===== config.mk =====
export PLATFORM = sky130hd
export DESIGN_NAME = seg_scan_4digit
export DESIGN_NICKNAME = d
export VERILOG_FILES = /design/src/rtl/seg_scan_4digit.sv
export SDC_FILE = /design/constraint.sdc
export NUM_CORES = 1
export LEC_CHECK = 0
export ABC_AREA = 1
export BUFFER_PORTS_ARGS = -buffer_cell sky130_fd_sc_hd__buf_2
export CAP_MARGIN = 25
export CORE_AREA = 3 3 68 70
export DETAILED_ROUTE_END_ITERATION = 16
export DIE_AREA = 0 0 71 73
export PLACE_DENSITY = 0.82
export SYNTH_ARGS = -nofsm -noshare
export SYNTH_HDL_FRONTEND = slang
export SYNTH_SLANG_ARGS = --single-unit

===== constraint.sdc =====
create_clock -name clock_in -period 2.6 [get_ports clock_in]
set_input_delay 0.39 -clock clock_in [delete_from_list [all_inputs] [get_ports clock_in]]
set_output_delay 0.39 -clock clock_in [all_outputs]
set_load 0.01 [all_outputs]

===== src/rtl/seg_scan_4digit.sv =====
// Four-digit multiplexed common-anode seven-segment scanner with a blanking window before each digit.
// Optional: define LEADING_ZERO_BLANK_EN to darken leading zero digits (digit 0 is never suppressed).
module seg_scan_4digit #(
  parameter int BLANK_CYCLES = 16
) (
  input  logic        clock_in,
  input  logic        reset_n,
  input  logic        clock_500,
  input  logic [15:0] digits,
  input  logic [3:0]  dp_in,
  input  logic [3:0]  blank_in,
  output logic [3:0]  an,
  output logic [6:0]  seg,
  output logic        dp,
  output logic [1:0]  scan_idx
);

  typedef enum logic [1:0] {
    IDLE  = 2'd0,
    BLANK = 2'd1,
    ON    = 2'd2
  } state_t;

  state_t      state_q, state_d;
  logic [7:0]  cnt_q, cnt_d;
  logic [1:0]  scan_idx_q, scan_idx_d;
  logic        clock_500_q, clock_500_d;
  logic [15:0] shadow_digits_q, shadow_digits_d;
  logic [3:0]  shadow_dp_q, shadow_dp_d;
  logic [3:0]  shadow_blank_q, shadow_blank_d;
  logic [3:0]  an_q, an_d;
  logic [6:0]  seg_q, seg_d;
  logic        dp_q, dp_d;

  logic        tick;
  logic [3:0]  nibble;
  logic        lz_dark;

  function automatic logic [6:0] hex_to_seg(input logic [3:0] n);
    logic [6:0] s;
    case (n)
      4'h0:    s = 7'b1000000;
      4'h1:    s = 7'b1111001;
      4'h2:    s = 7'b0100100;
      4'h3:    s = 7'b0110000;
      4'h4:    s = 7'b0011001;
      4'h5:    s = 7'b0010010;
      4'h6:    s = 7'b0000010;
      4'h7:    s = 7'b1111000;
      4'h8:    s = 7'b0000000;
      4'h9:    s = 7'b0010000;
      4'hA:    s = 7'b0001000;
      4'hB:    s = 7'b0000011;
      4'hC:    s = 7'b1000110;
      4'hD:    s = 7'b0100001;
      4'hE:    s = 7'b0000110;
      default: s = 7'b0001110;
    endcase
    return s;
  endfunction

  assign tick   = clock_500 & ~clock_500_q;
  assign nibble = shadow_digits_q[{scan_idx_q, 2'b00} +: 4];

`ifdef LEADING_ZERO_BLANK_EN
  always_comb begin
    lz_dark = 1'b0;
    case (scan_idx_q)
      2'd3:    lz_dark = (shadow_digits_q[15:12] == 4'h0);
      2'd2:    lz_dark = (shadow_digits_q[15:8] == 8'h00);
      2'd1:    lz_dark = (shadow_digits_q[15:4] == 12'h000);
      default: lz_dark = 1'b0;
    endcase
  end
`else
  assign lz_dark = 1'b0;
`endif

  always_comb begin
    state_d         = state_q;
    cnt_d           = cnt_q;
    scan_idx_d      = scan_idx_q;
    clock_500_d     = clock_500;
    shadow_digits_d = shadow_digits_q;
    shadow_dp_d     = shadow_dp_q;
    shadow_blank_d  = shadow_blank_q;

    case (state_q)
      BLANK: begin
        if (cnt_q == 8'd0) state_d = ON;
        else               cnt_d   = cnt_q - 8'd1;
      end
      default: ;
    endcase

    // A tick always wins: restart blanking for the next digit, latching a new frame at digit 0.
    if (tick) begin
      state_d    = BLANK;
      cnt_d      = 8'(BLANK_CYCLES);
      scan_idx_d = scan_idx_q + 2'd1;
      if (scan_idx_d == 2'd0) begin
        shadow_digits_d = digits;
        shadow_dp_d     = dp_in;
        shadow_blank_d  = blank_in;
      end
    end
  end

  always_comb begin
    an_d  = 4'b1111;
    seg_d = 7'b1111111;
    dp_d  = 1'b1;
    if (state_d == ON) begin
      an_d  = ~(4'b0001 << scan_idx_q);
      seg_d = (shadow_blank_q[scan_idx_q] || lz_dark) ? 7'b1111111 : hex_to_seg(nibble);
      dp_d  = shadow_blank_q[scan_idx_q] ? 1'b1 : ~shadow_dp_q[scan_idx_q];
    end
  end

  always_ff @(posedge clock_in) begin
    if (!reset_n) begin
      state_q         <= IDLE;
      cnt_q           <= 8'd0;
      scan_idx_q      <= 2'd3;
      clock_500_q     <= 1'b0;
      shadow_digits_q <= 16'h0000;
      shadow_dp_q     <= 4'h0;
      shadow_blank_q  <= 4'h0;
      an_q            <= 4'b1111;
      seg_q           <= 7'b1111111;
      dp_q            <= 1'b1;
    end else begin
      state_q         <= state_d;
      cnt_q           <= cnt_d;
      scan_idx_q      <= scan_idx_d;
      clock_500_q     <= clock_500_d;
      shadow_digits_q <= shadow_digits_d;
      shadow_dp_q     <= shadow_dp_d;
      shadow_blank_q  <= shadow_blank_d;
      an_q            <= an_d;
      seg_q           <= seg_d;
      dp_q            <= dp_d;
    end
  end

  assign an       = an_q;
  assign seg      = seg_q;
  assign dp       = dp_q;
  assign scan_idx = scan_idx_q;

endmodule

==> impl_results.md, run 1 <==
* Status: completed
* Leading area contributor after synthesis: dfxtp_1
* Syn avg cell area at between 7 and 8 um^2
* First drt pass iteration count at 4
* FP Rows at 23
* Max FO, Critical Path at 18
* Post-CTS sizing at 0
* Core area at 4030 um^2
* Post-route DRC at 0
* Worst Hold Class: in2reg
* Synth top area cells: dfxtp_1 41%, nand2_1 17%, nand3_1 11%
* Critical path launch point type: flip-flop
* Post-synthesis register bit count at 49
* Syn. warnings at 0
* Area grow syn2layout at 10.7%
* Post-DP HPWL at ~3500 um
* Die Wd at between 70 and 80 um
* Relative slew slack at between 40% and 50%
* Wire length per cell at roughly 11 um
* Post-route ant nets at 0
* All-layer global routing usage at between 10% and 20%
* Initial antenna violation count at 0
* N_diodes at 0
* WS Path Type: reg2reg
* Lkg Pwr at 1.23 nW
* Max Root-Sink Buffers at 2
* Drt total wl at 4790 um
* First-pass GRT wire length at between 8000 and 9000 um
* Crit path required time at about 2.8 ns
* Post-layout min period at 2.09 ns
* CTS Buf Count at 5
* Largest net degree at the start of global routing at 31
* Critical path data arrival time at about 2.3 ns
* RSZ-0062 raised after global routing: false
* Die area at 5180 um^2
* Port bufs at 40
* Smallest hold slack at 0.276 ns
* Post-synth net total at between 300 and 400
* Vias in the first global route at between 1,500 and 2,000
* Peak VDD IR at 0.000380 V
* Seq/Total Area, Yosys at between 40% and 50%
* Worst-margin pin slew at between 0.8 and 0.9 ns
* CTS Hold Bufs at 0
* Worst Skew at roughly 0.0065 ns
* H-tree depth at 2
* Number of hold violations in the final report at 0
* CTS sink cnt at a little under 50
* TNS Setup at 0 ns
* Initial Util at roughly three fifths
* Cell count after synthesis at between 300 and 400
* Max Cap Violations at 0
* Post-CTS setup buffer count at 0
* Root buffer cell: clkbuf_8
* DRT iter0 DRCs at 90
* Max Clock Freq at approximately 480 MHz
* Fin. max-slew vios at 0
* Via count at approximately 2,100
* Via density at around 5.0
* DIE HEIGHT at between 70 and 80 um
* CTS tree: done
* Clk pin slew, worst setup/hold paths at approximately 0.090 ns
* Fin crit share at 80.5%
* Worst skew pair latency at roughly 0.3 ns
* Final count of negative-setup-slack endpoints at 0
* Cell Pwr Density at ~600 nW/um^2
* Share of layout cells above drive strength 1 at between 10% and 20%
* Final cell count without fillers at 424
* Nets@finish at roughly 400
* Yosys cell types at 24
* Routability-driven placement congestion ratio at between 0.8 and 0.9
* Reg-to-reg slack, setup at 0.51 ns
* Syn Std Cell Area at around 2400 um^2
* Setup crit end kind: flip-flop
* # IOs at slightly above 40
* Top-area cell type share of the netlist area at approximately 41%
* Cell Count Post-Placement at around 420
* GRT overflow at 0
[worst paths after layout]
path	startpoint	endpoint	depth (start not counted)
setup reg to reg	scan_idx[0]$_SDFFE_PN1P_	seg[3]$_SDFF_PP1_	10
hold / removal	clock_500	clock_500_q$_SDFF_PN0_	3
setup / recovery	scan_idx[0]$_SDFFE_PN1P_	seg[3]$_SDFF_PP1_	10
hold reg to reg	shadow_blank_q[3]$_SDFFE_PN0P_	shadow_blank_q[3]$_SDFFE_PN0P_	2
[cells by family (layout without fill, tap and decap cells)]
logic type | after synthesis | after routing | share of synthesized area, %
adders and majority gates | 12 | 12 | 6.21
and+or+nand+nor | 182 | 182 | 33.6
buffers and inverters | 45 | 79 | 8.59
AOI/OAI and AO/OA | 52 | 52 | 11.0
DFF | 49 | 49 | 40.6
[Yosys cell counts]
cell type  instances
nand2_2            6
nand3b_1           3
buf_1              1
nand2_1          107
inv_1             24
o211ai_1           1
nor2_4             1
nor3_1             1
nand3_2            1
nor2_2             4
nand3_1           51
clkbuf_1           5
o21ai_1            1
a21oi_1           36
nor2_1             6
dfxtp_1           49
nand2_4            2
buf_6              3
buf_4              3
o21ai_0           13
inv_2              5
a21oi_2            1
ha_1              12
buf_2              4
[area by class of cell]
class | instances | area (um^2)
Clock buffer | 8 | 80.1
Fill cell | 378 | 1350
Inverter | 29 | 109
Multi-Input combinational cell | 246 | 1230
Sequential cell | 49 | 981
Tap cell | 50 | 62.6
Timing Repair Buffer | 42 | 215
[metrics by stage]
stage | utilization, % | power (mW) | setup WS (ns) | instance area (um^2)
CTS | 66.5 | 1.62 | 0.512 | 2680
global route | 66.5 | 1.71 | 0.205 | 2680
global placement | 64.5 | 1.19 | 0.557 | 2600
detailed placement | 64.5 | 1.20 | 0.514 | 2600
floorplan | - | 1.13 | 0.977 | 2420
finish | 66.5 | 1.61 | 0.508 | 2680
[report_power, final]
| part | leakage (nW) | switching, mW | internal [mW] | total (mW) |
|---|---|---|---|---|
| clock | 0.0395 | 0.237 | 0.192 | 0.428 |
| combinational | 0.786 | 0.229 | 0.129 | 0.358 |
| sequential | 0.400 | 0.0330 | 0.793 | 0.826 |
[cell usage in the layout (no fill, tap or decap), drive strengths merged]
cell type,instances
buf,42
dfxtp,49
nand3b,3
ha,12
nor2,11
o211ai,1
nor3,1
inv,29
nand2,115
nand3,52
a21oi,37
o21ai,14
clkbuf,8
[registers in the layout, summed over array words and instances, names as in the netlist]
name / count
scan_idx: 2
dp: 1
shadow_digits_q: 16
state_q: 2
seg: 7
shadow_blank_q: 4
clock_500_q: 1
cnt_q: 8
an: 4
shadow_dp_q: 4
[worst max-delay path, cell delays in order, from the launching register on]
cell,delay (ns)
dfxtp_1,0.72
inv_2,0.27
nand2_1,0.14
nand2_1,0.06
nand2_1,0.06
nand2_1,0.11
ha_1,0.24
nand3_1,0.13
nand3_1,0.09
nand2_1,0.07
nand3_1,0.06
[metal layers]
layer / track usage, % / share of wire [%]
met1: 25.1 / 48
met2: 32.3 / 45
met3: 5.23 / 5.7
met4: 6.26 / 1.1
met5: 0 / 0
(Power assumes the default switching activity.)
==> run 2: changes to the inputs <==
CORE_AREA = 3 3 71 73   (was 3 3 68 70)
DIE_AREA = 0 0 74 76   (was 0 0 71 73)
PLACE_DENSITY = 0.76   (was 0.82)
clock period = 2.2 ns   (was 2.6 ns; I/O delays follow)
==> run 2 against run 1 <==
Count of clock-buffer cells in the layout shrank 1. Sequential power grew 17%. Largest power group unchanged. Combinational power grew 23%. Routed wire length grew 5.7%. First-iteration DRC count grew 18%. Flip-flop and latch count is the same.
==> impl_results.md, run 2 (same netlist as run 1, synthesis figures left out) <==
* Max Clock Freq at 562 MHz (+18%)
* Die Wd at 74 um (+4.2%)
* Cell Pwr Density at 754 nW/um^2 (+25%)
* Via count at 2,157 (+0.79%)
* Worst Skew at 0.00876 ns (+0.00228 ns)
* Critical path data arrival time at 1.96 ns (-0.30 ns)
* GRT overflow at 0 (unchanged)
* Critical path launch point type: flip-flop
* All-layer global routing usage at 19.9% (+0.24 points)
* Initial antenna violation count at 0 (unchanged)
* Core area at 4410 um^2 (+9.6%)
* Worst Min Path Start: clock_500
* Final count of negative-setup-slack endpoints at 0 (unchanged)
* Highest-count cells in the layout ignoring fill and taps: 107 x nand2_1, 51 x nand3_1, 49 x dfxtp_1
* Worst skew pair latency at 0.30 ns (about the same)
* Clk pin slew, worst setup/hold paths at 0.09 ns (about the same)
* Status: completed
* TNS Setup at 0 ns (unchanged)
* First drt pass iteration count at 4 (unchanged)
* WS Path Type: reg2reg
* H-tree depth at 2 (unchanged)
* Clock power share at 31.9% (+5.3 points)
* Setup crit end kind: flip-flop
* Initial Util at 54.8% (-5.2 points)
* CTS Hold Bufs at 0 (unchanged)
* Share of layout cells above drive strength 1 at 19.3% (+1.4 points)
* Sequential power share at 46.8% (-4.4 points)
* Biggest register: shadow_digits_q
* Post-route DRC at 0 (unchanged)
* Lkg Pwr at 1.26 nW (+3.1%)
* Peak VDD IR at 0.000337 V (-11%)
* First-pass GRT wire length at 9070 um (+8.8%)
* Nets@finish at 416 (+0.97%)
* Port bufs at 40 (unchanged)
* Relative slew slack at 71.0% (+27 points)
* Internal power at 1.47 mW (+32%)
* Crit. Startpoint: scan_idx[1]$_SDFFE_PN1P_
* Routability-driven placement congestion ratio at 0.976 (+12%)
* CTS sink cnt at 49 (unchanged)
* Crit path required time at 2.38 ns (-0.39 ns)
* Number of hold violations in the final report at 0 (unchanged)
* Area grow syn2layout at 13.6%
* Post-layout min period at 1.78 ns (-0.312 ns)
* Place WS at 0.455 ns (-0.0587 ns)
* FP Rows at 24 (+4.3%)
* Worst Hold Class: in2reg
* Most common cell after layout, fill and taps aside: nand2_1
* # IOs at 41 (unchanged)
* Fin crit share at 80.9% (+0.45 points)
* DRT iter0 DRCs at 106 (+18%)
* Fin. max-slew vios at 0 (unchanged)
* Max Root-Sink Buffers at 2 (unchanged)
* Largest net degree at the start of global routing at 31 (unchanged)
* Post-route ant nets at 0 (unchanged)
* Comb pwr share at 21.3% (-0.9 points)
* Switch share at 29.1% (-1.8 points)
* Post-CTS setup buffer count at 0 (unchanged)
* Net Sw Power at 0.603 mW (+21%)
* Root buffer cell: clkbuf_8
* N_diodes at 0 (unchanged)
* Die area at 5620 um^2 (+8.5%)
* RR Startpoint: scan_idx[1]$_SDFFE_PN1P_
* Post-DP HPWL at 3710 um (+4.8%)
* Drt total wl at 5060 um (+5.7%)
* Post-CTS sizing at 0 (unchanged)
* Max FO, Critical Path at 13 (-5)
* Worst-margin pin slew at 0.434 ns (-0.408 ns)
* Wire length per cell at 11.8 um (+4.2%)
* Worst setup margin at 0.420 ns (-0.0879 ns)
* Via density at 5.02 (-0.61%)
* DIE HEIGHT at 76 um (+4.1%)
* Fillcell total at 416 (+10%)
* CTS tree: done
* Max Cap Violations at 0 (unchanged)
* RSZ-0062 raised after global routing: false
* Max FFs per register at 16 (unchanged)
* CTS Buf Count at 5 (unchanged)
* Vias in the first global route at 2,038 (+3.2%)
run 2: cell count changes in the layout (fill, tap and decap cells not counted):
| cell | before | now |
|---|---|---|
| buf_4 | 2 | 6 |
| clkbuf_8 | 5 | 6 |
| bufinv_16 | 0 | 1 |
| clkbuf_1 | 3 | 1 |
run 2: layout make-up:
type	count	area [um^2]	area share [%]
multi-input combinational	246	1230	44.8
sequential	49	981	35.7
timing repair buffer	46	245	8.93
inverter	29	109	3.96
clock buffer	7	86.3	3.14
tap	52	65.1	2.37
clock inverter	1	30.0	1.09
run 2: final timing paths:
| check | endpoint | slack, ns | cells after the start |
|---|---|---|---|
| max | seg[1]$_SDFF_PP1_ | 0.42 | 8 |
| min | clock_500_q$_SDFF_PN0_ | 0.22 | 3 |
| max reg2reg | seg[1]$_SDFF_PP1_ | 0.42 | 8 |
| min reg2reg | shadow_blank_q[0]$_SDFFE_PN0P_ | 0.45 | 2 |
run 2: metal layers:
| metal | GRT usage, % | vias up | wire, um |
|---|---|---|---|
| met5 | 0 | - | 0 |
| met4 | 6.88 | 0 | 89 |
| met3 | 5.01 | 10 | 229 |
| met2 | 30.2 | 41 | 2290 |
| met1 | 27.0 | 938 | 2460 |
| li1 | - | 1168 | - |
run 2: power groups by stage:
stage,combinational [mW],clock (mW),sequential [mW]
final,0.442,0.660,0.970
after CTS,0.443,0.678,0.970
after detailed placement,0.441,0,0.990
after global placement,0.436,0,0.987
after floorplan,0.345,0,0.985
after global routing,0.519,0.711,0.976
run 2: worst max-delay path, stage by stage (launching register included):
cell and delay [ns]:
dfxtp_1 0.60, inv_2 0.20, nand3_1 0.14, nand2_1 0.13
ha_1 0.30, inv_1 0.06, o21ai_0 0.08, nand2_1 0.08
nand3_1 0.06
run 2: metrics by stage:
stage               cells  utilization [%]  cell area, um^2  power [mW]  hold WS, ns
global placement      422             59.6             2630        1.42        0.438
finish                430             62.2             2750        2.07        0.216
global route          430             62.2             2750        2.21        0.234
floorplan             340                -             2420        1.33        0.423
CTS                   430             62.2             2750        2.09        0.213
detailed placement    422             59.6             2630        1.43        0.447
